**config.mk**
```make
export PLATFORM = sky130hd
export DESIGN_NAME = wb_commit_buffer_flat
export DESIGN_NICKNAME = d
export VERILOG_FILES = /design/src/rtl/wb_pkg.sv /design/src/rtl/wb_commit_buffer_if.sv /design/src/rtl/wb_fifo.sv /design/src/rtl/wb_commit_buffer.sv /design/src/flat_wrapper.sv
export SDC_FILE = /design/constraint.sdc
export NUM_CORES = 1
export LEC_CHECK = 0
export ABC_CLOCK_PERIOD_IN_PS = 2600
export CORE_MARGIN = 2
export CORE_UTILIZATION = 45
export DETAILED_ROUTE_END_ITERATION = 10
export GPL_ROUTABILITY_DRIVEN = 1
export GPL_TIMING_DRIVEN = 0
export PLACE_DENSITY_LB_ADDON = 0.3
export SYNTH_ARGS = -nofsm -noshare
export SYNTH_HDL_FRONTEND = slang
export SYNTH_SLANG_ARGS = --single-unit
```
**constraint.sdc**
```tcl
create_clock -name clk -period 2.6 [get_ports clk]
set_clock_uncertainty 0.1 [all_clocks]
set_input_delay 0.78 -clock clk [delete_from_list [all_inputs] [get_ports clk]]
set_output_delay 0.78 -clock clk [all_outputs]
set_load 0.02 [all_outputs]
```
**src/rtl/wb_pkg.sv**
```systemverilog
// Shared types and constants for the writeback commit buffer.
package wb_pkg;

    localparam int unsigned WB_DATA_W = 32;
    localparam int unsigned WB_ADDR_W = 5;

    // One buffered register-file write.
    typedef struct packed {
        logic [WB_ADDR_W-1:0] dest;
        logic [WB_DATA_W-1:0] data;
    } wb_entry_t;

    // Which producer wins the single entry slot this cycle.
    typedef enum logic {
        WB_SRC_LD  = 1'b0,
        WB_SRC_ALU = 1'b1
    } wb_src_e;

endpackage

```
**src/rtl/wb_commit_buffer_if.sv**
```systemverilog
// Bus bundle for wb_commit_buffer: producer handshakes, register-file write port,
// forwarding lookup and occupancy. slave = buffer side, master = surrounding pipeline.
interface wb_commit_buffer_if #(
    parameter int unsigned DATA_WIDTH    = 32,
    parameter int unsigned ADDRESS_WIDTH = 5,
    parameter int unsigned DEPTH         = 4
);
    localparam int unsigned CNT_W = $clog2(DEPTH + 1);

    logic                     ld_valid;
    logic                     ld_ready;
    logic [ADDRESS_WIDTH-1:0] ld_dest;
    logic [DATA_WIDTH-1:0]    ld_data;

    logic                     alu_valid;
    logic                     alu_ready;
    logic [ADDRESS_WIDTH-1:0] alu_dest;
    logic [DATA_WIDTH-1:0]    alu_data;

    logic                     rg_wrt_en;
    logic [ADDRESS_WIDTH-1:0] rg_wrt_dest;
    logic [DATA_WIDTH-1:0]    rg_wrt_data;

    logic [ADDRESS_WIDTH-1:0] fwd_addr1;
    logic [ADDRESS_WIDTH-1:0] fwd_addr2;
    logic                     fwd_hit1;
    logic                     fwd_hit2;
    logic [DATA_WIDTH-1:0]    fwd_data1;
    logic [DATA_WIDTH-1:0]    fwd_data2;

    logic [CNT_W-1:0]         count;

    modport slave (
        input  ld_valid, ld_dest, ld_data,
        input  alu_valid, alu_dest, alu_data,
        input  fwd_addr1, fwd_addr2,
        output ld_ready, alu_ready,
        output rg_wrt_en, rg_wrt_dest, rg_wrt_data,
        output fwd_hit1, fwd_hit2, fwd_data1, fwd_data2,
        output count
    );

    modport master (
        output ld_valid, ld_dest, ld_data,
        output alu_valid, alu_dest, alu_data,
        output fwd_addr1, fwd_addr2,
        input  ld_ready, alu_ready,
        input  rg_wrt_en, rg_wrt_dest, rg_wrt_data,
        input  fwd_hit1, fwd_hit2, fwd_data1, fwd_data2,
        input  count
    );

endinterface

```
**src/rtl/wb_fifo.sv**
```systemverilog
// In-order circular buffer of wb_entry_t. Exposes storage, per-entry valid bits and
// the head pointer so the owner can run an age-ordered forwarding search.
module wb_fifo
    import wb_pkg::*;
#(
    parameter int unsigned DEPTH = 4
) (
    input  logic                       clk,
    input  logic                       rst_n,
    input  logic                       push_i,
    input  wb_entry_t                  push_entry_i,
    input  logic                       pop_i,
    output wb_entry_t                  head_o,
    output logic [$clog2(DEPTH+1)-1:0] count_o,
    output logic                       full_o,
    output wb_entry_t                  entries_o [DEPTH],
    output logic [DEPTH-1:0]           valid_o,
    output logic [$clog2(DEPTH)-1:0]   head_ptr_o
);
    localparam int unsigned PTR_W = $clog2(DEPTH);
    localparam int unsigned CNT_W = $clog2(DEPTH + 1);
    localparam logic [CNT_W-1:0] FULL_CNT = CNT_W'(DEPTH);

    wb_entry_t          mem_q [DEPTH];
    logic [PTR_W-1:0]   head_q, head_d;
    logic [PTR_W-1:0]   tail_q, tail_d;
    logic [CNT_W-1:0]   count_q, count_d;
    logic [DEPTH-1:0]   valid_q, valid_d;
    logic               push_ok, pop_ok;

    assign push_ok = push_i && (count_q != FULL_CNT);
    assign pop_ok  = pop_i && (count_q != '0);

    // Next pointer/count/valid state; pointers wrap naturally at a power-of-two depth.
    always_comb begin
        head_d  = head_q;
        tail_d  = tail_q;
        count_d = count_q;
        valid_d = valid_q;
        if (pop_ok) begin
            head_d          = head_q + 1'b1;
            valid_d[head_q] = 1'b0;
        end
        if (push_ok) begin
            tail_d          = tail_q + 1'b1;
            valid_d[tail_q] = 1'b1;
        end
        case ({push_ok, pop_ok})
            2'b10:   count_d = count_q + 1'b1;
            2'b01:   count_d = count_q - 1'b1;
            default: count_d = count_q;
        endcase
    end

    // Control state register with synchronous reset.
    always_ff @(posedge clk) begin
        if (!rst_n) begin
            head_q  <= '0;
            tail_q  <= '0;
            count_q <= '0;
            valid_q <= '0;
        end else begin
            head_q  <= head_d;
            tail_q  <= tail_d;
            count_q <= count_d;
            valid_q <= valid_d;
        end
    end

    // Entry storage; contents are qualified by valid_q so no reset is needed.
    always_ff @(posedge clk) begin
        if (push_ok) begin
            mem_q[tail_q] <= push_entry_i;
        end
    end

    assign head_o     = mem_q[head_q];
    assign count_o    = count_q;
    assign full_o     = (count_q == FULL_CNT);
    assign entries_o  = mem_q;
    assign valid_o    = valid_q;
    assign head_ptr_o = head_q;

endmodule

```
**src/rtl/wb_commit_buffer.sv**
```systemverilog
// Writeback commit buffer: arbitrates load/ALU results into an in-order FIFO, drains one
// entry per cycle into a registered register-file write port, and offers a forwarding
// lookup over in-flight writes. Optional feature macro: WB_FWD_EN (forwarding search).
module wb_commit_buffer
    import wb_pkg::*;
#(
    parameter int unsigned DATA_WIDTH    = WB_DATA_W,
    parameter int unsigned ADDRESS_WIDTH = WB_ADDR_W,
    parameter int unsigned DEPTH         = 4
) (
    input  logic              clk,
    input  logic              rst_n,
    wb_commit_buffer_if.slave bus
);
    localparam int unsigned PTR_W = $clog2(DEPTH);
    localparam int unsigned CNT_W = $clog2(DEPTH + 1);

    wb_src_e                  src;
    logic                     in_valid;
    logic                     accept;
    logic                     push;
    logic                     pop;
    logic                     full;
    wb_entry_t                in_entry;
    wb_entry_t                head_entry;
    wb_entry_t                entries [DEPTH];
    logic [DEPTH-1:0]         valid_vec;
    logic [PTR_W-1:0]         head_ptr;
    logic [CNT_W-1:0]         count;

    logic                     rg_wrt_en_q,   rg_wrt_en_d;
    logic [ADDRESS_WIDTH-1:0] rg_wrt_dest_q, rg_wrt_dest_d;
    logic [DATA_WIDTH-1:0]    rg_wrt_data_q, rg_wrt_data_d;

    wb_fifo #(
        .DEPTH(DEPTH)
    ) u_fifo (
        .clk         (clk),
        .rst_n       (rst_n),
        .push_i      (push),
        .push_entry_i(in_entry),
        .pop_i       (pop),
        .head_o      (head_entry),
        .count_o     (count),
        .full_o      (full),
        .entries_o   (entries),
        .valid_o     (valid_vec),
        .head_ptr_o  (head_ptr)
    );

    // Entry arbiter: load wins; x0 writes complete the handshake but are not stored.
    always_comb begin
        src      = bus.ld_valid ? WB_SRC_LD : WB_SRC_ALU;
        in_valid = bus.ld_valid || bus.alu_valid;
        in_entry = '0;
        case (src)
            WB_SRC_LD:  in_entry = '{dest: bus.ld_dest,  data: bus.ld_data};
            WB_SRC_ALU: in_entry = '{dest: bus.alu_dest, data: bus.alu_data};
            default:    in_entry = '0;
        endcase
        accept = rst_n && in_valid && !full;
        push   = accept && (in_entry.dest != '0);
        pop    = (count != '0);
    end

    // Readiness ignores a same-cycle pop, so a full buffer never passes a result through.
    assign bus.ld_ready  = rst_n && !full;
    assign bus.alu_ready = rst_n && !full && !bus.ld_valid;
    assign bus.count     = count;

    // Output stage next state: pulse enable per pop, hold address/data when idle.
    always_comb begin
        rg_wrt_en_d   = pop;
        rg_wrt_dest_d = rg_wrt_dest_q;
        rg_wrt_data_d = rg_wrt_data_q;
        if (pop) begin
            rg_wrt_dest_d = head_entry.dest;
            rg_wrt_data_d = head_entry.data;
        end
    end

    // Registered register-file write port.
    always_ff @(posedge clk) begin
        if (!rst_n) begin
            rg_wrt_en_q   <= 1'b0;
            rg_wrt_dest_q <= '0;
            rg_wrt_data_q <= '0;
        end else begin
            rg_wrt_en_q   <= rg_wrt_en_d;
            rg_wrt_dest_q <= rg_wrt_dest_d;
            rg_wrt_data_q <= rg_wrt_data_d;
        end
    end

    assign bus.rg_wrt_en   = rg_wrt_en_q;
    assign bus.rg_wrt_dest = rg_wrt_dest_q;
    assign bus.rg_wrt_data = rg_wrt_data_q;

`ifdef WB_FWD_EN
    logic [PTR_W-1:0] fwd_idx;

    // Forwarding search: output stage first, then FIFO head-to-tail so the youngest match
    // is the last one written.
    always_comb begin
        bus.fwd_hit1  = 1'b0;
        bus.fwd_hit2  = 1'b0;
        bus.fwd_data1 = '0;
        bus.fwd_data2 = '0;
        fwd_idx       = head_ptr;
        if (rg_wrt_en_q && (rg_wrt_dest_q == bus.fwd_addr1)) begin
            bus.fwd_hit1  = 1'b1;
            bus.fwd_data1 = rg_wrt_data_q;
        end
        if (rg_wrt_en_q && (rg_wrt_dest_q == bus.fwd_addr2)) begin
            bus.fwd_hit2  = 1'b1;
            bus.fwd_data2 = rg_wrt_data_q;
        end
        for (int unsigned i = 0; i < DEPTH; i++) begin
            fwd_idx = head_ptr + PTR_W'(i);
            if (valid_vec[fwd_idx] && (entries[fwd_idx].dest == bus.fwd_addr1)) begin
                bus.fwd_hit1  = 1'b1;
                bus.fwd_data1 = entries[fwd_idx].data;
            end
            if (valid_vec[fwd_idx] && (entries[fwd_idx].dest == bus.fwd_addr2)) begin
                bus.fwd_hit2  = 1'b1;
                bus.fwd_data2 = entries[fwd_idx].data;
            end
        end
        if (bus.fwd_addr1 == '0) begin
            bus.fwd_hit1  = 1'b0;
            bus.fwd_data1 = '0;
        end
        if (bus.fwd_addr2 == '0) begin
            bus.fwd_hit2  = 1'b0;
            bus.fwd_data2 = '0;
        end
    end
`else
    logic fwd_unused;

    // No forwarding: decode stalls on pending destinations; lookup inputs are ignored.
    always_comb begin
        fwd_unused = ^{bus.fwd_addr1, bus.fwd_addr2, valid_vec, head_ptr};
        for (int unsigned i = 0; i < DEPTH; i++) begin
            fwd_unused = fwd_unused ^ (^entries[i]);
        end
    end

    assign bus.fwd_hit1  = 1'b0;
    assign bus.fwd_hit2  = 1'b0;
    assign bus.fwd_data1 = '0;
    assign bus.fwd_data2 = '0;
`endif

endmodule

```
**src/flat_wrapper.sv**
```systemverilog
// flat-port wrapper written by rule: the top's interface ports become plain ports
module wb_commit_buffer_flat import wb_pkg::*;
#(
    parameter int unsigned DATA_WIDTH    = WB_DATA_W,
    parameter int unsigned ADDRESS_WIDTH = WB_ADDR_W,
    parameter int unsigned DEPTH         = 4
)
  (clk, rst_n, bus_ld_valid, bus_ld_dest, bus_ld_data, bus_alu_valid, bus_alu_dest, bus_alu_data, bus_fwd_addr1, bus_fwd_addr2, bus_ld_ready, bus_alu_ready, bus_rg_wrt_en, bus_rg_wrt_dest, bus_rg_wrt_data, bus_fwd_hit1, bus_fwd_hit2, bus_fwd_data1, bus_fwd_data2, bus_count);
  wb_commit_buffer_if #(.DATA_WIDTH(DATA_WIDTH), .ADDRESS_WIDTH(ADDRESS_WIDTH), .DEPTH(DEPTH)) bus_i ();
  input  logic clk;
  input  logic rst_n;
  input wire logic [$bits(bus_i.ld_valid)-1:0] bus_ld_valid;
  input wire logic [$bits(bus_i.ld_dest)-1:0] bus_ld_dest;
  input wire logic [$bits(bus_i.ld_data)-1:0] bus_ld_data;
  input wire logic [$bits(bus_i.alu_valid)-1:0] bus_alu_valid;
  input wire logic [$bits(bus_i.alu_dest)-1:0] bus_alu_dest;
  input wire logic [$bits(bus_i.alu_data)-1:0] bus_alu_data;
  input wire logic [$bits(bus_i.fwd_addr1)-1:0] bus_fwd_addr1;
  input wire logic [$bits(bus_i.fwd_addr2)-1:0] bus_fwd_addr2;
  output wire logic [$bits(bus_i.ld_ready)-1:0] bus_ld_ready;
  output wire logic [$bits(bus_i.alu_ready)-1:0] bus_alu_ready;
  output wire logic [$bits(bus_i.rg_wrt_en)-1:0] bus_rg_wrt_en;
  output wire logic [$bits(bus_i.rg_wrt_dest)-1:0] bus_rg_wrt_dest;
  output wire logic [$bits(bus_i.rg_wrt_data)-1:0] bus_rg_wrt_data;
  output wire logic [$bits(bus_i.fwd_hit1)-1:0] bus_fwd_hit1;
  output wire logic [$bits(bus_i.fwd_hit2)-1:0] bus_fwd_hit2;
  output wire logic [$bits(bus_i.fwd_data1)-1:0] bus_fwd_data1;
  output wire logic [$bits(bus_i.fwd_data2)-1:0] bus_fwd_data2;
  output wire logic [$bits(bus_i.count)-1:0] bus_count;
  assign bus_i.ld_valid = bus_ld_valid;
  assign bus_i.ld_dest = bus_ld_dest;
  assign bus_i.ld_data = bus_ld_data;
  assign bus_i.alu_valid = bus_alu_valid;
  assign bus_i.alu_dest = bus_alu_dest;
  assign bus_i.alu_data = bus_alu_data;
  assign bus_i.fwd_addr1 = bus_fwd_addr1;
  assign bus_i.fwd_addr2 = bus_fwd_addr2;
  assign bus_ld_ready = bus_i.ld_ready;
  assign bus_alu_ready = bus_i.alu_ready;
  assign bus_rg_wrt_en = bus_i.rg_wrt_en;
  assign bus_rg_wrt_dest = bus_i.rg_wrt_dest;
  assign bus_rg_wrt_data = bus_i.rg_wrt_data;
  assign bus_fwd_hit1 = bus_i.fwd_hit1;
  assign bus_fwd_hit2 = bus_i.fwd_hit2;
  assign bus_fwd_data1 = bus_i.fwd_data1;
  assign bus_fwd_data2 = bus_i.fwd_data2;
  assign bus_count = bus_i.count;
  wb_commit_buffer #(.DATA_WIDTH(DATA_WIDTH), .ADDRESS_WIDTH(ADDRESS_WIDTH), .DEPTH(DEPTH)) u_core (.clk(clk), .rst_n(rst_n), .bus(bus_i));
endmodule
```
## Word level (Yosys, flattened, before mapping)

Cells that the tools add are included.

| word-level totals | value |
|---|---|
| output and inout port bits | 109 |
| flip-flop bits (word level) | 193 |
| input port bits | 88 |

| operators by class | value |
|---|---|
| add/subtract/negate cells | 4 |
| reduce and logical (&&, ||, !) cells | 13 |
| multiplexer cells | 9 |
| eq/ne operators | 4 |
| bitwise logic cells | 2 |
| $lt $le $gt $ge | 3 |

Operators by type and width:

| kind | count |
|---|---|
| $bwmux W148 | 1 |
| $mux W37 | 3 |
| $bmux W37 S2 | 1 |
| $demux W37 S2 | 1 |
| $pmux W37 S2 | 1 |
| $logic_and A1 B1 Y1 | 7 |
| $ge A3 B3 Y1 const B | 2 |
| $not A2 Y3 | 2 |
| $pmux W3 S2 | 1 |
| $reduce_bool A5 Y1 | 1 |
| $add A2 B1 Y2 const B | 2 |
| $add A3 B1 Y3 const B | 1 |
| $eq A3 B3 Y1 const B | 1 |
| $lt A3 B1 Y1 const B | 1 |
| $ne A3 B3 Y1 const B | 1 |
| $reduce_bool A3 Y1 | 1 |
| $sub A3 B1 Y3 const B | 1 |
| $eq A2 B1 Y1 const B | 1 |
| $eq A2 B2 Y1 const B | 1 |
| $logic_not A1 Y1 | 2 |
| $reduce_bool A2 Y1 | 1 |
| $logic_or A1 B1 Y1 | 1 |
| $mux W1 | 1 |

## Longest topological paths before layout

Gate-level depths: netlist (run 1).

| depth | value |
|---|---|
| depth in word-level cells | 7 |
| mapped depth | 9 |
| depth with buffers taken out | 7 |

## Cells and area by module

From an unflattened synthesis (run 1), not the netlist that was laid out.

| second synthesis, totals | value |
|---|---|
| cells, all modules | 544 |
| area, all modules | 8,560.7 µm² |

By module, submodules not included:

| module | instances | cells each | seq. area each (µm²) | area each (µm²) |
|---|---|---|---|---|
| wb_fifo | 1 | 265 | 4,664.5 | 5,999.5 |
| wb_commit_buffer | 1 | 279 | 760.7 | 2,561.2 |

## Worst setup path before layout (run 1)

OpenSTA, ideal clock, no wires.

| timing path | value |
|---|---|
| path type | input port to output port |
| from | input rst_n |
| to | output bus_alu_ready |
| path slack | -0.086 ns |
| arrival time | 1.806 ns |
| stages | 4 |
| cell sequence | inv_1 > clkbuf_1 > a21oi_1 > nor2b_1 |

| between the ends | value |
|---|---|
| cells in the longest elaborated chain, start to end | 2 |

RTL lines:

| element | RTL line | source |
|---|---|---|
| start: declaration | flat_wrapper.sv:11 | `input logic rst_n;` |
| $logic_and A1 B1 Y1 | -- |  |
| named net bus_ld_ready | flat_wrapper.sv:20 | `output wire logic [$bits(bus_i.ld_ready)-1:0] bus_ld_ready;` |
| $logic_and A1 B1 Y1 | wb_commit_buffer.sv:68 | `assign bus.alu_ready = rst_n && !full && !bus.ld_valid;` |
| end: declaration | flat_wrapper.sv:21 | `output wire logic [$bits(bus_i.alu_ready)-1:0] bus_alu_ready;` |

The timed path passes the listed nets, and every way through them passes these cells.

## Worst setup path in the final report (run 1)

| timing path | value |
|---|---|
| from | input bus_alu_dest[2] |
| to | register u_core.u_fifo.count_q[2] (netlist: u_core.u_fifo.count_o[2]) |

| between the ends | value |
|---|---|
| cells in the longest elaborated chain, start to end | 6 |
| elaborated cells between the ends (all ways) | 8 |
| those cells by class | eq/ne: 2; mux: 2; reduce/logical: 4 |

RTL lines:

| element | RTL line | source |
|---|---|---|
| start: declaration | flat_wrapper.sv:16 | `input wire logic [$bits(bus_i.alu_dest)-1:0] bus_alu_dest;` |
| $pmux W37 S2 * | wb_commit_buffer.sv:56 | `case (src)` |
| $reduce_bool A5 Y1 * | wb_commit_buffer.sv:62 | `push = accept && (in_entry.dest != '0);` |
| $logic_and A1 B1 Y1 * | wb_commit_buffer.sv:62 |  |
| $logic_and A1 B1 Y1 * | wb_fifo.sv:31 | `assign push_ok = push_i && (count_q != FULL_CNT);` |
| $eq A2 B1 Y1 / $eq A2 B2 Y1 (equally long branches) | wb_fifo.sv:48 | `case ({push_ok, pop_ok})` |
| $pmux W3 S2 / $reduce_bool A2 Y1 (equally long branches) | -- |  |
| end signal: assignment | wb_fifo.sv:65 | `count_q <= count_d;` |
| end: declaration | wb_fifo.sv:27 | `logic [CNT_W-1:0] count_q, count_d;` |

Mark *: on every way between the ends. The rest lies on a longest branch, timed or not.
A chain may end at the register's enable or synchronous reset.

==> flow_metrics.py, run 1 <==
metrics = {
    "cts": {
        "cts_tree": "built",
        "cts_root_buf": "clkbuf_16",
        "clock_path_buffers": 2,
        "path_clk_slew_ns": 0.06,
        "cts_sinks": 193,
        "cts_buffers": 17,
        "insertion_delay_ns": 0.42,
        "htree_levels": 4,
    },
    "global_route": {
        "grt_max_degree": 38,
        "grt_pass1_vias": 4834,
        "antenna_found_initial": 0,
        "grt.total_usage_pct": 17.7,
        "grt_pass1_wl_um": 25900,
        "gr-total-overflow": 0,
    },
    "pwr": {
        "max-vdd-ir-drop_mv": 0.568,
        "fin_total_pwr_mw": 9.90,
        "leakagePower_nw": 3.83,
        "power_density_nw_per_um2": 943,
    },
    "critical_path": {
        "path_max_fanout": 5,
        "cp.arrival_ns": 2.76,
        "critPathSlowestCell": "fa_1",
        "worstReg2RegStart": "u_core.u_fifo.count_o[1]",
        "crit_start": "bus_alu_dest[2]",
        "reg2reg_to": "u_core.u_fifo.count_o[2]",
        "criticalPathCategory": "in2reg",
        "path_buf_inv": 1,
        "worst-path-stages": 8,
        "crit_required_ns": 2.78,
        "critPathLaunchType": "input port",
        "critical_path.max_stage_delay_ns": 0.44,
        "crit_chain": "clkdlybuf4s50_1, nor2_1, a31o_2, o31ai_4, fa_1, nor4b_1, o21ai_0, o2111ai_1",
        "reg2reg_slack_ns": 0.19,
        "end_kind": "flip-flop",
        "ff2ff_path_depth": 8,
        "cp_top_family": "compound AO/OA/AOI/OAI gates",
        "cp-endpoint": "u_core.u_fifo.count_o[2]",
    },
    "synthesis": {
        "syn-cell-area_um2": 8100,
        "ys_seq_elements": 193,
        "synth_edf_count": 148,
        "ys_types": 38,
        "ys_warn_count": 0,
        "synthCells": 528,
        "synth-seq-area-share_pct": 66.0,
        "async_flop_share_pct": 0,
        "synth_flop_cell": "edfxtp_1",
        "yosys.area.top_type": "edfxtp_1",
        "netlist_top_cells_area": "edfxtp_1 55%, dfxtp_1 11%, mux4_2 10%",
        "avgSynthCellArea_um2": 15.3,
        "synth_top_area_share_pct": 54.9,
    },
    "routing": {
        "num_vias": 4854,
        "wire_per_inst_um": 17.4,
        "drtAntennaViolNets": 0,
        "vias_per_cell": 4.97,
        "firstDrtPassIters": 4,
        "route.detailed.drc": 0,
        "wl_um": 17000,
        "drt_iter0_drc": 280,
    },
    "placement": {
        "globalplace.congestion": 0.784,
        "dp.cells": 942,
        "hpwl_um": 10800,
        "port_buffers": 120,
        "place_area_um2": 9830,
    },
    "floorplanning": {
        "die_area_um2": 19100,
        "start_util_pct": 45.6,
        "ios": 197,
        "die_height_um": 138,
        "die_x_um": 138,
        "placementRows": 49,
        "core_um2": 17800,
    },
    "worst_hold_path": {
        "whs_path_depth": 2,
        "hold_class": "reg2reg",
    },
    "sta": {
        "rsz0062_at_grt": "true",
        "whs_ns": 0.348,
        "period_share_pct": 99.1,
        "tightest_slew_ns": 0.864,
        "max_freq_mhz": 388,
        "hold_violations": 0,
        "report.final.setup_viol": 0,
        "min_period_ns": 2.58,
        "maxSlewViolCount": 0,
        "relSlewSlack_pct": 42.4,
    },
    "cells_and_area": {
        "diodes": 0,
        "nNetsFinal": 828,
        "layout.cells.non_filler": 977,
        "drive_above_1_share_pct": 27.5,
        "design_area_um2": 10500,
        "synthToLayoutAreaGrowth_pct": 29.6,
    },
    "run_status": {
        "status": "finished, final reports clean",
    },
    "run": {
        "cap_violations": 0,
    },
}
-- cell usage in the layout, fill, tap and decap left out, types with 3 or more instances in the layout --
master,n
buf_2,9
clkdlybuf4s50_1,112
clkinv_2,4
buf_4,71
edfxtp_1,148
mux2_2,37
nand2_1,76
a21oi_1,39
conb_1,66
clkbuf_16,17
mux4_2,37
nor2_1,11
buf_6,4
and3_4,4
o21ai_0,3
nand3_1,3
ha_1,4
dfxtp_1,45
dlymetal6s2s_1,4
clkbuf_1,12
inv_1,4
-- where the power goes --
group | leakage [nW] | total, mW | switching, mW | internal [mW]
sequential | 1.72 | 3.99 | 0.209 | 3.78
clock | 0.276 | 2.51 | 1.10 | 1.42
combinational | 1.83 | 3.39 | 1.86 | 1.53
-- routing by layer --
layer	global-route usage (%)	part of all wire [%]
met1	21.8	42
met5	0	0
met3	4.81	5.6
met2	30.4	51
met4	6.02	1.7
-- synthesized netlist by cell type, types with 2 or more instances --
cell	number
and3_2	4
nor2_1	12
dfxtp_1	45
nand3_1	3
a21oi_1	40
buf_2	11
ha_1	4
mux4_2	37
buf_4	67
clkbuf_1	12
nand2_1	76
o21ai_0	3
buf_6	2
edfxtp_1	148
inv_1	5
mux2_2	37
-- registers in the layout (all words and copies together), names as in the netlist --
name and cells:
u_core.bus.rg_wrt_en 1, u_core.bus.rg_wrt_data 32, u_core.bus.rg_wrt_dest 5, u_core.u_fifo.tail_q 2
u_core.u_fifo.count_o 3, u_core.u_fifo.entries_o 148, u_core.u_fifo.head_ptr_o 2
-- how the worst min path moves through the flow --
stage / slack, ns / startpoint / endpoint
2_1_floorplan: 0.38 / u_core.u_fifo.tail_q[0] / u_core.u_fifo.tail_q[0]
3_3_place_gp: 0.34 / u_core.bus.rg_wrt_data[9] / u_core.bus.rg_wrt_data[9]
3_5_place_dp: 0.34 / u_core.bus.rg_wrt_data[7] / u_core.bus.rg_wrt_data[7]
4_1_cts: 0.35 / u_core.bus.rg_wrt_data[11] / u_core.bus.rg_wrt_data[11]
5_1_grt: 0.37 / u_core.bus.rg_wrt_data[18] / u_core.bus.rg_wrt_data[18]
6_report: 0.35 / u_core.bus.rg_wrt_data[7] / u_core.bus.rg_wrt_data[7]
-- stage by stage --
step	TNS, ns	util, %	worst slack [ns]
3_5_place_dp	-150.49	55.3	-0.976
4_1_cts	0	58.9	0.0113
5_1_grt	-3.82	59.1	-0.0542
3_3_place_gp	-142.66	55.3	-0.955
6_report	0	59.1	0.0246
2_1_floorplan	0	-	0.0544
-- final cells by class --
class | instances | area (um^2)
buffer | 93 | 653
clock buffer | 19 | 433
clock inverter | 13 | 136
fill | 1358 | 7280
inverter | 5 | 18.8
multi-input combinational | 302 | 2390
sequential | 193 | 5350
tap | 229 | 287
timing repair buffer | 123 | 1230
-- logic make-up (layout without fill, tap and decap cells) --
| group | after synthesis | after routing | share of synthesized area [%] |
|---|---|---|---|
| buf+inv | 98 | 253 | 8.00 |
| mux | 74 | 74 | 15.4 |
| flops | 193 | 193 | 66.0 |
| xor+xnor | 1 | 1 | 0.108 |
| fa+ha+maj | 5 | 5 | 0.865 |
| other cells | 1 | 66 | 0.0463 |
| simple gates | 103 | 103 | 5.53 |
| compound gates | 53 | 53 | 4.02 |
-- tightest hold or removal path: stages, from the launching register on --
cell and delay (ns):
dfxtp_1 0.31, nand2_1 0.05, a21oi_1 0.05
-- timing repair --
| item | CTS | global route |
|---|---|---|
| gates cloned | 0 | 0 |
| pin swaps | 3 | 3 |
| resized for setup | 26 | 8 |
| setup buffers | 2 | 1 |
| hold buffers | 0 | 0 |
| setup endpoints to repair | 152 | 151 |
Note: power is estimated with default switching activity, not from simulation.
==> inputs of run 2 (changes only) <==
Settings changed: CORE_MARGIN 2 to 10.
==> flow_metrics.py, run 2 (synthesis results as in run 1) <==
metrics = {
    "routing": {
        "drtAntennaViolNets": 0,
        "vias_per_cell": 4.89,
        "route.detailed.drc": 0,
        "num_vias": 4752,
        "wire_per_inst_um": 18.5,
        "firstDrtPassIters": 4,
        "wl_um": 18000,
        "drt_iter0_drc": 276,
    },
    "cells_and_area": {
        "largest_reg_flops": 148,
        "layout.cells.non_filler": 971,
        "layout_common_cells": "148 x edfxtp_1, 111 x clkdlybuf4s50_1, 76 x nand2_1, 69 x buf_4, 66 x conb_1",
        "n_fill_cell": 1337,
        "final_common_cell": "edfxtp_1",
        "synthToLayoutAreaGrowth_pct": 29.4,
        "nNetsFinal": 826,
        "drive_above_1_share_pct": 27.6,
        "diodes": 0,
    },
    "global_route": {
        "antenna_found_initial": 0,
        "grt.total_usage_pct": 15.1,
        "gr-total-overflow": 0,
        "grt_pass1_wl_um": 28000,
        "grt_pass1_vias": 5055,
        "grt_max_degree": 38,
    },
    "floorplanning": {
        "die_x_um": 154,
        "die_area_um2": 23800,
        "core_um2": 17500,
        "die_height_um": 154,
        "start_util_pct": 46.3,
        "placementRows": 48,
        "ios": 197,
    },
    "pwr": {
        "p_sw_share_pct": 31.8,
        "max-vdd-ir-drop_mv": 0.785,
        "combinationalPowerShare_pct": 33.9,
        "leakagePower_nw": 3.82,
        "clockPowerShare_pct": 25.7,
        "internal_power_mw": 6.75,
        "power_density_nw_per_um2": 944,
        "seq_power_share_pct": 40.4,
        "fin_total_pwr_mw": 9.90,
        "switchingPower_mw": 3.15,
    },
    "critical_path": {
        "crit_chain": "clkdlybuf4s15_1, inv_2, clkbuf_8, a21oi_2, nor2b_1, buf_4",
        "end_kind": "output port",
        "path_max_fanout": 10,
        "critPathSlowestCell": "clkdlybuf4s15_1",
        "reg2reg_slack_ns": 0.22,
        "worstReg2RegStart": "u_core.u_fifo.count_o[1]",
        "reg2reg_to": "u_core.u_fifo.entries_o[91]",
        "crit_required_ns": 1.72,
        "ff2ff_path_depth": 3,
        "critPathLaunchType": "input port",
        "critical_path.max_stage_delay_ns": 0.23,
        "cp.arrival_ns": 1.69,
        "criticalPathCategory": "in2out",
    },
    "sta": {
        "min_period_ns": 2.57,
        "max_freq_mhz": 389,
        "relSlewSlack_pct": 50.4,
        "report.final.setup_viol": 0,
        "tightest_slew_ns": 0.744,
        "maxSlewViolCount": 0,
        "period_share_pct": 98.9,
        "hold_violations": 0,
        "rsz0062_at_grt": "true",
    },
    "placement": {
        "port_buffers": 120,
        "hpwl_um": 12200,
        "globalplace.congestion": 0.799,
        "dp.cells": 938,
    },
    "cts": {
        "cts_buffers": 17,
        "hold_buffers": 0,
        "htree_levels": 4,
        "clock_path_buffers": 2,
        "cts_root_buf": "clkbuf_16",
        "insertion_delay_ns": 0.42,
        "cts_tree": "built",
        "path_clk_slew_ns": 0.06,
        "cts_sinks": 193,
    },
    "run_status": {
        "status": "finished, final reports clean",
    },
    "worst_hold_path": {
        "min_from": "u_core.bus.rg_wrt_data[7]",
        "whs_endpoint": "u_core.bus.rg_wrt_data[7]",
        "whs_path_depth": 2,
        "hold_class": "reg2reg",
    },
    "run": {
        "cap_violations": 0,
    },
}
## run 2: cell types whose count changed in the layout (fill, tap and decap cells not counted), sizes merged
cell and change:
buf -1, dlymetal6s2s -1, dlygate4sd2 +1, clkdlybuf4s50 -1
clkinvlp -1, clkinv +1
## run 2: worst max-delay path: cells and delay by family
kind	cells	cell delay (ns)
buf+inv	4	0.63
simple gates	1	0.15
compound gates	1	0.13
## run 2: how the worst max path moves through the flow
stage,to,startpoint,cells past startpoint
floorplan,bus_alu_ready,rst_n,4
global placement,bus_alu_ready,bus_ld_valid,5
detailed placement,bus_alu_ready,bus_ld_valid,5
CTS,u_core.u_fifo.entries_o[95],bus_alu_dest[2],4
global route,u_core.u_fifo.count_o[1],bus_alu_dest[3],7
finish,bus_alu_ready,rst_n,6
## run 2: power groups by stage
stage          logic (mW)  registers, mW  clock network, mW
2_1_floorplan        1.84           4.33                  0
3_3_place_gp         3.27           4.05                  0
3_5_place_dp         3.34           4.06                  0
4_1_cts              3.40           4.00               2.57
5_1_grt              3.65           4.04               2.71
6_report             3.36           4.00               2.54
## run 2: final cells by class
class                           count  area [um^2]  share of cell area, %
Buffer                             93          653                   6.23
Clock buffer                       19          443                   4.23
Clock inverter                     13          135                   1.29
Inverter                            5         18.8                  0.179
Multi-Input combinational cell    302         2400                   22.9
Sequential cell                   193         5350                   51.0
Tap cell                          225          282                   2.69
Timing Repair Buffer              121         1210                   11.5
## run 2: per-layer routing
layer	vias to the layer above	part of all wire (%)	track usage [%]
met4	0	1.4	4.77
met1	2310	40	17.3
met2	182	51	25.8
li1	2241	-	-
met3	19	8.4	5.33
met5	-	0	0
## run 2: per-stage QoR
stage / cell area, um^2 / util [%] / hold WS [ns] / TNS [ns] / setup WS, ns
detailed placement: 9830 / 56.2 / 0.343 / -171.86 / -1.07
global placement: 9830 / 56.2 / 0.341 / -155.00 / -1.04
finish: 10500 / 60.0 / 0.350 / 0 / 0.0284
global route: 10500 / 60.0 / 0.367 / -0.0181 / -0.0181
floorplan: 8350 / - / 0.384 / 0 / 0.0544
CTS: 10400 / 59.8 / 0.352 / -33.68 / -0.313
## run 2: what timing repair did
action	CTS	global route
pin swaps	1	3
buffers inserted	1	0
setup endpoints to repair	152	150
gates resized for setup	25	13
==> inputs of run 3 (changes only) <==
Settings changed: ABC_CLOCK_PERIOD_IN_PS 2600 to 2800, RECOVER_POWER set to 50.
Clock period 2.6 ns to 2.8 ns, I/O delays scaled along.
==> flow_metrics.py, run 3 (synthesis results as in run 1) <==
metrics = {
    "sta": {
        "whs_ns": 0.350,
        "fin_ws_ns": -0.215,
        "hold_violations": 0,
        "relSlewSlack_pct": 29.2,
        "maxSlewViolCount": 0,
        "rsz0062_at_grt": "true",
        "report.final.setup_viol": 76,
        "max_freq_mhz": 332,
        "period_share_pct": 108,
        "fin_tns_setup_ns": -12.45,
        "min_period_ns": 3.02,
        "tightest_slew_ns": 1.06,
    },
    "cells_and_area": {
        "design_area_um2": 10400,
        "drive_above_1_share_pct": 22.4,
        "layout_common_cells": "148 x edfxtp_1, 116 x clkdlybuf4s50_1, 76 x nand2_1, 68 x buf_4, 66 x conb_1",
        "diodes": 0,
        "final_common_cell": "edfxtp_1",
        "synthToLayoutAreaGrowth_pct": 28.6,
        "seq_area_um2": 5350,
        "n_fill_cell": 1353,
        "nNetsFinal": 825,
        "layout.cells.non_filler": 970,
        "multi_input_area_um2": 2370,
        "largest_reg_flops": 148,
    },
    "floorplanning": {
        "die_height_um": 154,
        "ios": 197,
        "die_area_um2": 23800,
        "die_x_um": 154,
        "start_util_pct": 46.3,
        "placementRows": 48,
        "core_um2": 17500,
    },
    "cts": {
        "cts_sinks": 193,
        "htree_levels": 4,
        "cts_setup_buffers": 0,
        "path_clk_slew_ns": 0.06,
        "insertion_delay_ns": 0.43,
        "clock_path_buffers": 2,
        "cts_buffers": 17,
        "cts_tree": "built",
        "cts_root_buf": "clkbuf_16",
    },
    "critical_path": {
        "crit_chain": "clkdlybuf4s15_2, clkbuf_1, buf_6, nor2b_1, buf_4",
        "path_buf_inv": 4,
        "critical_path.max_stage_delay_ns": 0.46,
        "criticalPathCategory": "in2out",
        "critPathLaunchType": "input port",
        "reg2reg_slack_ns": 0.04,
        "end_kind": "output port",
        "critPathSlowestCell": "clkbuf_1",
        "crit_required_ns": 1.86,
        "reg2reg_to": "u_core.u_fifo.count_o[1]",
        "cp.arrival_ns": 2.08,
        "ff2ff_path_depth": 8,
        "path_max_fanout": 10,
        "cp_top_family": "buffers and inverters",
        "worstReg2RegStart": "u_core.u_fifo.count_o[2]",
    },
    "worst_hold_path": {
        "whs_path_depth": 2,
        "hold_class": "reg2reg",
        "whs_endpoint": "u_core.bus.rg_wrt_data[7]",
        "min_from": "u_core.bus.rg_wrt_data[7]",
    },
    "pwr": {
        "p_sw_share_pct": 31.8,
        "combinationalPowerShare_pct": 33.6,
        "leakagePower_nw": 3.76,
        "power_density_nw_per_um2": 877,
        "internal_power_mw": 6.23,
        "clockPowerShare_pct": 25.8,
        "switchingPower_mw": 2.91,
        "seq_power_share_pct": 40.7,
        "fin_total_pwr_mw": 9.14,
        "max-vdd-ir-drop_mv": 0.730,
    },
    "run_status": {
        "status": "finished with violations",
        "violations": "setup timing",
    },
    "placement": {
        "globalplace.congestion": 0.799,
        "place_area_um2": 9830,
        "port_buffers": 120,
        "dp.cells": 938,
        "hpwl_um": 12200,
    },
    "global_route": {
        "gr-total-overflow": 0,
        "use_met2_pct": 25.7,
        "met1_usage_pct": 17.3,
        "grt.total_usage_pct": 15.1,
        "antenna_found_initial": 0,
        "met3_usage_pct": 5.33,
        "grt_pass1_vias": 5039,
        "busiest_layer": "met2",
        "grt_pass1_wl_um": 27900,
        "grt_max_degree": 38,
    },
    "routing": {
        "drt_iter0_drc": 308,
        "vias_per_cell": 4.93,
        "wire_per_inst_um": 18.5,
        "route.detailed.drc": 0,
        "firstDrtPassIters": 4,
        "num_vias": 4778,
        "wl_um": 18000,
        "drtAntennaViolNets": 0,
    },
    "run": {
        "cap_violations": 0,
    },
}
-- run 3: cell types whose count changed in the layout (fill, tap and decap cells not counted), moves of 2 or more --
cell             delta
mux2_1             +27
mux2_2             -27
clkbuf_1            +9
buf_2               -5
clkdlybuf4s50_1     +5
dlymetal6s2s_1      -3
and3_2              +2
and3_4              -2
buf_6               -2
-- run 3: per-stage QoR --
stage	setup slack, ns	util [%]
3_3_place_gp	-0.962	56.2
6_report	-0.215	59.6
5_1_grt	-0.318	59.6
3_5_place_dp	-0.993	56.2
4_1_cts	-0.173	59.7
2_1_floorplan	0.134	-
-- run 3: worst max-delay path by stage --
stage,startpoint,endpoint,cells past startpoint
after global routing,bus_alu_dest[3],u_core.u_fifo.entries_o[91],4
after global placement,bus_ld_valid,bus_alu_ready,5
after detailed placement,bus_ld_valid,bus_alu_ready,5
final,bus_ld_valid,bus_alu_ready,5
after CTS,bus_alu_dest[2],u_core.u_fifo.entries_o[95],4
after floorplan,rst_n,bus_alu_ready,4
-- run 3: worst register-to-register path, cell delays in order (launching register included) --
cell and delay [ns]:
dfxtp_1 0.35, clkbuf_1 0.41, or3_1 0.18, clkbuf_1 0.15, clkbuf_1 0.46, o31ai_2 0.16, fa_1 0.53, a31oi_1 0.06
o221a_1 0.26
-- run 3: layout make-up --
type | instances | share of cell area [%]
plain buffers | 93 | 5.97
clock buffers | 19 | 4.25
clock inverters | 13 | 1.30
inverters | 5 | 0.180
multi-input cells | 302 | 22.8
flip-flops and latches | 193 | 51.3
well taps | 225 | 2.70
repair buffers | 120 | 11.5
-- run 3: power groups by stage --
stage                     sequential (mW)  combinational, mW  clock [mW]
after detailed placement             3.77               3.11           0
final                                3.72               3.07        2.36
after global routing                 3.75               3.33        2.52
after floorplan                      4.02               1.71           0
after global placement               3.76               3.04           0
after CTS                            3.72               3.13        2.39
-- run 3: timing repair --
item	CTS	global route
gates resized for setup	20	2
endpoints found under the hold margin	0	0
hold buffers	0	0
setup endpoints to repair	152	113
-- run 3: metal layers --
layer | share of wire [%] | up-vias
met3 | 8.6 | 21
met4 | 1.5 | 0
li1 | - | 2236
met2 | 51 | 198
met1 | 39 | 2323
met5 | 0 | -
==> RTL edit, RTL diff (settings of run 1) <==
The option `WB_FWD_EN` is turned on by a define.
--- a/src/rtl/wb_commit_buffer.sv
+++ b/src/rtl/wb_commit_buffer.sv
@@ -2,4 +2,6 @@
 // entry per cycle into a registered register-file write port, and offers a forwarding
 // lookup over in-flight writes. Optional feature macro: WB_FWD_EN (forwarding search).
+`define WB_FWD_EN
+
 module wb_commit_buffer
     import wb_pkg::*;
Function: changed (a bounded check fails within 4 cycles, from zero or initial values and one cycle with rst_n low).
==> RTL edit against run 1 <==
The run now ends with setup timing left; setup slack worse by 2.3 ns; sequential cell count up 4; sequential power up 16%; synthesized area up 74%; power up 72%; cell count up 87%; count of clock-buffer cells in the layout down 1; wire length rose to 3.3 times the old value; combinational power rose to 2.8 times the old value; final area up 97%; sequential share of layout area down 25 points.
==> RTL edit: results <==
run_status:
  status: "finished with violations"
  violations: "setup timing"
cts:
  clk_latency_ns: 0.46
  cts_setup_buffers: 63
setup_path:
  critPathCapture: "bus_fwd_data2[2]"
  r2r-end: "u_core.u_fifo.head_ptr_o[1]"
  ff2ff_path_depth: 14
  cp_max_fo: 8
  r2r_start: "u_core.u_fifo.head_ptr_o[0]"
logic_synthesis:
  synth_seq_area_share: 0.385
  synth_common_cells: "mux4_2, edfxtp_1, nand2_1, clkbuf_1, dfxtp_1"
  yosysUniqueCellTypes: 55
  synth_compound_area_frac: 0.163
  synth_adder_area_share: 0.00852
final_layout:
  layout.nonclk_buf_frac: 0.193
  multi_input_area_sq_um: 10000
  filler_cell_count: 2047
  multi_input_area_share: 0.485
  signal_buffers: 404
  n_all_inverters: 31
worst_hold_path:
  hp-start: "u_core.bus.rg_wrt_data[12]"
  min_to: "u_core.bus.rg_wrt_data[12]"
timing:
  setup-tns-final_ns: -141.90
  tightest_slew_ns: 1.30
  worst_slack_ns: -2.26
  setup_violations: 66
power:
  leakage_uw: 0.00682
  internal_power_uw: 9590
grt:
  grt_pass1_wl_mm: 80.8
  grt_max_degree: 20
  grtUsageMet2: 0.528
route:
  wl_per_cell_microns: 31.1
place:
  port_buffers: 186
[RTL edit: cells by family after synthesis]
| kind of cell | after synthesis |
|---|---|
| AOI/OAI and AO/OA | 278 |
| buffers and inverters | 159 |
| xor gates and xnor gates | 55 |
| and+or+nand+nor | 220 |
| muxes | 199 |
| DFF | 197 |
| adders and majority gates | 9 |
[RTL edit: per-stage QoR]
stage,std cells,hold slack [ns],total power [uW],worst slack [ns]
global placement,1699,0.407,12800,-3.17
finish,1825,0.441,17100,-2.26
detailed placement,1699,0.408,13000,-3.21
CTS,1799,0.421,16400,-2.32
floorplan,1117,0.462,10400,-1.81
global route,1825,0.449,17600,-2.36
[RTL edit: layer usage]
| layer | up-vias | part of all wire | wire length, microns |
|---|---|---|---|
| li1 | 5201 | - | - |
| met1 | 6513 | 0.35 | 19900 |
| met2 | 1254 | 0.46 | 26300 |
| met3 | 292 | 0.13 | 7320 |
| met4 | 2 | 0.055 | 3130 |
| met5 | - | 0.0011 | 65 |
